**config.mk**
```make
export PLATFORM = sky130hd
export DESIGN_NAME = ddram_wr_merge
export DESIGN_NICKNAME = d
export VERILOG_FILES = /design/src/rtl/ddram_wr_merge.sv
export SDC_FILE = /design/constraint.sdc
export NUM_CORES = 2
export LEC_CHECK = 0
export CORE_ASPECT_RATIO = 1.4
export CORE_MARGIN = 2
export CORE_UTILIZATION = 40
export CTS_CLUSTER_SIZE = 12
export DETAILED_ROUTE_END_ITERATION = 10
export HOLD_SLACK_MARGIN = 0.03
export PLACE_DENSITY = 0.56
export SLEW_MARGIN = 15
export SYNTH_ARGS = -nofsm -noshare
export SYNTH_HDL_FRONTEND = slang
export SYNTH_SLANG_ARGS = --single-unit
```
**constraint.sdc**
```tcl
create_clock -name clk_video -period 10.95 [get_ports clk_video]
set_clock_uncertainty 0.1 [all_clocks]
set_input_delay 2.7375 -clock clk_video [delete_from_list [all_inputs] [get_ports clk_video]]
set_output_delay 2.7375 -clock clk_video [all_outputs]
set_load 0.01 [all_outputs]
```
**src/rtl/ddram_wr_merge.sv**
```systemverilog
// ddram_wr_merge: write-combining buffer between the rotation frame-buffer
// writer and the DDRAM Avalon write port. Consecutive half-word writes to the
// same 64-bit word are merged in a holding register, the merged word is queued
// in a FIFO, and the FIFO head is presented to DDRAM through a registered
// output stage that honours DDRAM_BUSY.
//
// Handshake: a beat is transferred at a rising edge where DDRAM_WE is high and
// DDRAM_BUSY is low; while DDRAM_BUSY is high the head (ADDR/DIN/BE) is held.
module ddram_wr_merge #(
   parameter int DEPTH = 16,
   parameter int HOLD  = 8
) (
   input  logic                       clk_video,
   input  logic                       rst,
   input  logic                       in_we,
   input  logic [28:0]                in_addr,
   input  logic [63:0]                in_din,
   input  logic [7:0]                 in_be,
   input  logic                       flush,
   input  logic                       DDRAM_BUSY,
   output logic [28:0]                DDRAM_ADDR,
   output logic [63:0]                DDRAM_DIN,
   output logic [7:0]                 DDRAM_BE,
   output logic                       DDRAM_WE,
   output logic [7:0]                 DDRAM_BURSTCNT,
   output logic                       DDRAM_RD,
   output logic [$clog2(DEPTH):0]     level,
   output logic                       ovf
);

   localparam int            AW      = $clog2(DEPTH);
   localparam int            EW      = 29 + 64 + 8;
   localparam logic [AW:0]   DEPTH_C = DEPTH[AW:0];
   localparam logic [7:0]    HOLD_C  = HOLD[7:0];

   // Merge register
   logic [28:0] m_addr_q, m_addr_d;
   logic [63:0] m_din_q, m_din_d;
   logic [7:0]  m_be_q, m_be_d;
   logic        mv_q, mv_d;
   logic [7:0]  idle_cnt_q, idle_cnt_d;
   // flush is registered so that, like the other push causes, it acts on state
   // captured at the previous edge
   logic        flush_q, flush_d;
   logic        ovf_q, ovf_d;

   // FIFO storage; the output stage holds the head, mem holds the rest
   logic [EW-1:0] mem_q [DEPTH];
   logic [AW-1:0] wr_ptr_q, wr_ptr_d;
   logic [AW-1:0] rd_ptr_q, rd_ptr_d;
   logic [AW:0]   mem_cnt_q, mem_cnt_d;

   // Registered head shown on the DDRAM port
   logic          out_valid_q, out_valid_d;
   logic [28:0]   out_addr_q, out_addr_d;
   logic [63:0]   out_din_q, out_din_d;
   logic [7:0]    out_be_q, out_be_d;

   logic          push, pop, accept, mem_rd;
   logic [AW:0]   level_w;
   logic [EW-1:0] head_entry;

   // Push/pop decisions from registered state
   always_comb begin
      push    = mv_q && ((in_we && (in_addr != m_addr_q)) || (m_be_q == 8'hFF) ||
                         (idle_cnt_q == HOLD_C) || flush_q);
      pop     = out_valid_q && !DDRAM_BUSY;
      level_w = mem_cnt_q + {{AW{1'b0}}, out_valid_q};
      accept  = push && ((level_w < DEPTH_C) || pop);
      // Refill the output stage when it empties or is being consumed
      mem_rd  = (mem_cnt_q != '0) && (pop || !out_valid_q);
      head_entry = mem_q[rd_ptr_q];
   end

   // Merge register, idle counter, flush capture and sticky overflow
   always_comb begin
      m_addr_d   = m_addr_q;
      m_din_d    = m_din_q;
      m_be_d     = m_be_q;
      mv_d       = mv_q;
      idle_cnt_d = idle_cnt_q;
      flush_d    = flush;
      ovf_d      = ovf_q | (push && !accept);

      if (push && in_we) begin
         m_addr_d = in_addr;
         m_din_d  = in_din;
         m_be_d   = in_be;
         mv_d     = 1'b1;
      end else if (push) begin
         mv_d     = 1'b0;
      end else if (in_we && mv_q) begin
         for (int i = 0; i < 8; i++) begin
            if (in_be[i]) m_din_d[i*8 +: 8] = in_din[i*8 +: 8];
         end
         m_be_d = m_be_q | in_be;
      end else if (in_we) begin
         m_addr_d = in_addr;
         m_din_d  = in_din;
         m_be_d   = in_be;
         mv_d     = 1'b1;
      end

      if (in_we)
         idle_cnt_d = 8'd0;
      else if (!mv_d)
         idle_cnt_d = 8'd0;
      else if (mv_q && (idle_cnt_q < HOLD_C))
         idle_cnt_d = idle_cnt_q + 8'd1;
   end

   // FIFO pointers, occupancy and output stage
   always_comb begin
      wr_ptr_d    = wr_ptr_q;
      rd_ptr_d    = rd_ptr_q;
      mem_cnt_d   = mem_cnt_q;
      out_valid_d = out_valid_q;
      out_addr_d  = out_addr_q;
      out_din_d   = out_din_q;
      out_be_d    = out_be_q;

      if (accept) wr_ptr_d = wr_ptr_q + 1'b1;
      if (mem_rd) rd_ptr_d = rd_ptr_q + 1'b1;
      if (accept && !mem_rd)
         mem_cnt_d = mem_cnt_q + 1'b1;
      else if (!accept && mem_rd)
         mem_cnt_d = mem_cnt_q - 1'b1;

      if (mem_rd) begin
         out_valid_d = 1'b1;
         out_addr_d  = head_entry[EW-1 -: 29];
         out_din_d   = head_entry[71:8];
         out_be_d    = head_entry[7:0];
      end else if (pop) begin
         out_valid_d = 1'b0;
      end
   end

   // State registers with synchronous reset
   always_ff @(posedge clk_video) begin
      if (rst) begin
         m_addr_q    <= '0;
         m_din_q     <= '0;
         m_be_q      <= '0;
         mv_q        <= 1'b0;
         idle_cnt_q  <= '0;
         flush_q     <= 1'b0;
         ovf_q       <= 1'b0;
         wr_ptr_q    <= '0;
         rd_ptr_q    <= '0;
         mem_cnt_q   <= '0;
         out_valid_q <= 1'b0;
         out_addr_q  <= '0;
         out_din_q   <= '0;
         out_be_q    <= '0;
      end else begin
         m_addr_q    <= m_addr_d;
         m_din_q     <= m_din_d;
         m_be_q      <= m_be_d;
         mv_q        <= mv_d;
         idle_cnt_q  <= idle_cnt_d;
         flush_q     <= flush_d;
         ovf_q       <= ovf_d;
         wr_ptr_q    <= wr_ptr_d;
         rd_ptr_q    <= rd_ptr_d;
         mem_cnt_q   <= mem_cnt_d;
         out_valid_q <= out_valid_d;
         out_addr_q  <= out_addr_d;
         out_din_q   <= out_din_d;
         out_be_q    <= out_be_d;
      end
   end

   // FIFO storage write; contents need no reset since occupancy gates use
   always_ff @(posedge clk_video) begin
      if (!rst && accept) mem_q[wr_ptr_q] <= {m_addr_q, m_din_q, m_be_q};
   end

   assign DDRAM_ADDR     = out_addr_q;
   assign DDRAM_DIN      = out_din_q;
   assign DDRAM_BE       = out_be_q;
   assign DDRAM_WE       = out_valid_q;
   assign DDRAM_BURSTCNT = 8'd1;
   assign DDRAM_RD       = 1'b0;
   assign level          = level_w;
   assign ovf            = ovf_q;

endmodule
```
# Yosys cells after proc, flatten, opt, wreduce, memory -nomap -nowiden
# Memories as Yosys holds them, arrays and structs flattened. A register that Yosys moved wholly into a read port is not among the register bits.
# Index checks and enable logic that the tools add are counted.
# word_totals
reg_bits	126
word_cells	111
output_inout_bits	117
input_bits	106
mem_count	1
ram_bits	1616
latch_bits	0
mem_bits_ro	0
# memory_table
name	words	word_bits	rd	rd_clocked_by_memory_dff	wr	line_no	source
mem_q	16	101	1	1	1	48	logic [EW-1:0] mem_q [DEPTH];
# op_classes
n_mul	0
div_mod_pow	0
n_mux	30
eq_ne	13
add_sub_neg	6
order_cmp	2
bitwise	3
shifts	0
reduce_logical	38
# ops
cell	count
$mux W64	4
$mux W29	4
$mux W8	12
$ne A29 B29 Y1	1
$reduce_and A3 Y1	9
$ne A3 B3 Y1 const B	8
$logic_and A1 B1 Y1	12
$mux W5	2
$add A4 B1 Y4 const B	2
$add A8 B1 Y8 const B	1
$eq A8 B4 Y1 const B	1
$eq A8 B8 Y1 const B	1
$lt A8 B4 Y1 const B	1
$mux W1	8
$or A8 B8 Y8	1
$reduce_bool A2 Y1	3
$add A5 B1 Y5	1
$add A5 B1 Y5 const B	1
$logic_not A1 Y1	5
$logic_or A1 B1 Y1	5
$lt A5 B5 Y1 const B	1
$reduce_bool A5 Y1	1
$sub A5 B1 Y5 const B	1
$reduce_bool A3 Y1	1
6 further kinds	6

# Longest topological paths before layout
# logic_depth
depth_word	11
mapped_depth	17
ltp_nobuf	16

# Worst setup path before layout
# OpenSTA, ideal clock, no wires.
# synth_timing
path_type	input -> register
startpoint	input port in_addr[9]
endpoint	memory mem_q[11][0] in the netlist's numbering, enable pin
t_arrival_ps	6205
path_buffers	2
required_time_ps	10378
setup_time_ps	472
path_slack_ps	4173
path_stages	8
path_cell_list	xnor2_1 > nand4_1 > nor4_1 > buf_4 > and2_4 > o2bb2ai_2 > clkbuf_1 > and3_1
# synth_via
elab_chain_cells	10
# synth_rtl
element	line_no	source
start, declared	16	input logic [28:0] in_addr,
$ne A29 B29 Y1	65	push = mv_q && ((in_we && (in_addr != m_addr_q)) || (m_be_q == 8'hFF) ||
$logic_and A1 B1 Y1	65	
$logic_or A1 B1 Y1 (2 in series)	65	
$logic_or A1 B1 Y1	66	(idle_cnt_q == HOLD_C) || flush_q);
$logic_and A1 B1 Y1	65	
$logic_and A1 B1 Y1	69	accept = push && ((level_w < DEPTH_C) || pop);
via accept	59	logic push, pop, accept, mem_rd;
$logic_and A1 B1 Y1	176	if (!rst && accept) mem_q[wr_ptr_q] <= {m_addr_q, m_din_q, m_be_q};
$mux W1	176	
$mux W1 (implied by the code)	176	
end, declared	48	
# The timed path passes the listed nets, and every way through them passes these cells.

# Worst setup path after layout
# layout_timing
startpoint	input port in_addr[28]
endpoint	memory mem_q[8][81] in the netlist's numbering, enable pin
# layout_via
elab_chain_cells	10
# layout_rtl
element	line_no
$ne A29 B29 Y1	65
$logic_and A1 B1 Y1	65
$logic_or A1 B1 Y1 (2 in series)	65
$logic_or A1 B1 Y1	66
$logic_and A1 B1 Y1	65
$logic_and A1 B1 Y1	69
$logic_and A1 B1 Y1	176
$mux W1	176
$mux W1 (implied by the code)	176
# No other way between the ends.

==> impl_metrics.tcl <==
set metrics [dict create \
    status "complete, no violations" \
    layout_commonest_cell "edfxtp_1" \
    start_util_pct 40.18 \
    drt-pass1-iter-count 6 \
    async_flop_share_pct 0 \
    wirelength_mm 164.2 \
    ys_ff_latch 1843 \
    syn_area_per_cell_um2 21.46 \
    period_needed_ps 7357 \
    cts_root_buffer "clkbuf_16" \
    setup_viol 0 \
    postCtsSetupBuffers 0 \
    syn_area_um2 69610 \
    place_area_um2 74250 \
    nFillCells 14466 \
    cts.clk_slew.worst_paths_ps 60 \
    grt_pass1_vias 33665 \
    vdd_drop_max_mv 0.3146 \
    crit_arrival_ps 7660 \
    report.final.slew_viol_count 0 \
    synth_warnings 0 \
    final_cell_mix "1,616 x edfxtp_1, 505 x mux4_2, 224 x nand2_1" \
    clkSinkCount 1843 \
    synthCells 3244 \
    place.gp.congestion 0.7240 \
    fin_area_um2 79780 \
    postCtsHoldBufs 0 \
    dieArea_um2 177400 \
    io_buffers 213 \
    tritoncts "done" \
    cap_violations 0 \
    grt_setup_unrepaired "false" \
    synth_edf_count 1616 \
    crit_type "in -> reg" \
    timing.final.ws_setup_ps 3593 \
    viasPerCell 5.420 \
    drive_above_1_share_pct 22.39 \
    yosysSeqAreaShare_pct 76.24 \
    end_kind "flop" \
    cp.required_ps 11250 \
    max_freq_mhz 135.9 \
    final_util_pct 46.05 \
    num_rows 181 \
    grt_first_pass_wirelength_mm 239.4 \
    grt_usage_pct 18.66 \
    fin_setup_tns_ps 0 \
    synth_top_cell_area_share_pct 69.72 \
    antenna_found_initial 2 \
    synth_ff_type "edfxtp_1" \
    dr.first_iter.drc_count 2935 \
    hp-class "reg -> reg" \
    relSlewSlack_pct 23.63 \
    p_per_area_nw_per_um2 221.1 \
    final-hold-violation-count 0 \
    synth.largest_area_cell "edfxtp_1" \
    path_max_fanout 45 \
    ant_nets 0 \
    htreeDepth 4 \
    routedWlPerCell_um 27.56 \
    ctsResizeCount 0 \
    drc 0 \
    clk_path_buf_depth 3 \
    synthToLayoutAreaGrowth_pct 14.62 \
    die_w_um 356.6 \
    grt_max_degree 158 \
    dp_hpwl_mm 89.24 \
    start_kind "primary input" \
    core_um2 173200 \
    io_pins 223 \
    synth.area.top_cells "edfxtp_1 70%, mux4_2 16%, dfxtp_1 6.5%" \
    numCtsBuffers 181 \
    grt_overflow 0 \
    final_nets 3637 \
    die_h_um 497.6 \
    pre_cts_slack_ps 2767 \
    synth.distinct_cells 49 \
    worst_pin_slew_ps 1146 \
    period_share_pct 67.19 \
    worstSkewPairLatency_ps 810 \
    vias 32304 \
    leakage_nw 24.99 \
]
-- worst max-delay path: stages --
cell	delay (ps)
clkdlybuf4s50_1	510
xnor2_1	330
nand4_1	490
nor4_4	100
buf_4	250
and2_4	200
o2bb2ai_2	690
and3_4	540
buf_4	830
buf_4	830
-- where the power goes --
group | total (mW) | switching [mW] | leakage, nW | internal [mW]
sequential | 8.16 | 0.291 | 16.7 | 7.87
clock | 5.88 | 2.62 | 2.65 | 3.27
combinational | 3.60 | 1.80 | 5.62 | 1.80
-- area by class of cell --
class	instances	area (um2)	share of cell area (%)
repair buffers	262	2567	3.218
well taps	2287	2861	3.587
multi-input cells	1209	15660	19.62
inverters	20	81.33	0.1019
clock inverters	27	351.6	0.4407
clock buffers	311	5179	6.491
flip-flops and latches	1843	53090	66.54
diodes	1	2.502	0.003136
-- per-stage QoR --
| step | power, mW | instances | hold WS, ps |
|---|---|---|---|
| after floorplan | 10.67 | 3251 | 361.9 |
| after global placement | 12.03 | 5621 | 344.2 |
| after detailed placement | 12.02 | 5621 | 346.4 |
| after CTS | 17.92 | 5959 | 355.0 |
| after global routing | 18.36 | 5960 | 371.3 |
| final | 17.64 | 5960 | 353.1 |
-- path summary, 6_finish.rpt --
path	endpoint	from	slack [ps]	cells after the start
max	mem_q[8][81]$_DFFE_PP_	in_addr[28]	3590	10
min	DDRAM_DIN[5]$_SDFFE_PP0P_	DDRAM_DIN[5]$_SDFFE_PP0P_	350	2
max reg2reg	mem_q[8][81]$_DFFE_PP_	m_addr_q[28]$_SDFFE_PP0P_	5290	9
min reg2reg	DDRAM_DIN[5]$_SDFFE_PP0P_	DDRAM_DIN[5]$_SDFFE_PP0P_	350	2
-- sequential cells by signal, summed over array words and instances, names as in the netlist --
signal      count
DDRAM_BE        8
DDRAM_WE        1
flush_q         1
rd_ptr_q        4
m_din_q        64
mem_q        1616
m_addr_q       29
idle_cnt_q      8
mv_q            1
DDRAM_ADDR     29
ovf             1
DDRAM_DIN      64
wr_ptr_q        4
m_be_q          8
mem_cnt_q       5
-- metal layers --
layer	GRT usage, %	vias up	share of wire [%]	routed length (um)
met2	30.73	889	50	82600
met3	2.410	206	4.9	8099
met1	26.32	17418	43	70410
met5	0	-	0.0043	7
li1	-	13789	-	-
met4	4.778	2	1.9	3124
-- cell families (layout without fill, tap and decap cells) --
family	count (synthesis)	count (layout)	synth area share (%)
DFF	1843	1843	76.24
muxes	602	602	17.74
and+or+nand+nor	405	405	2.439
buffers and inverters	199	620	1.456
AOI/OAI and AO/OA	139	139	1.348
xor gates and xnor gates	40	40	0.5033
adders and majority gates	14	14	0.2624
other	2	10	0.01079
-- Yosys cell counts, types with 3 or more instances --
library cell,number
nand3_1,5
buf_4,36
and3_1,16
a41oi_4,8
and3_2,4
dfxtp_1,227
nand2_1,224
inv_1,18
clkbuf_1,82
mux4_2,505
xnor2_1,33
edfxtp_1,1616
buf_2,35
nand2b_1,8
xor2_1,7
o21ai_0,3
mux2i_1,96
nor2_1,123
nand4_1,11
ha_1,13
buf_1,15
nor2b_1,3
buf_6,10
a21oi_1,117
(Power assumes the default switching activity.)
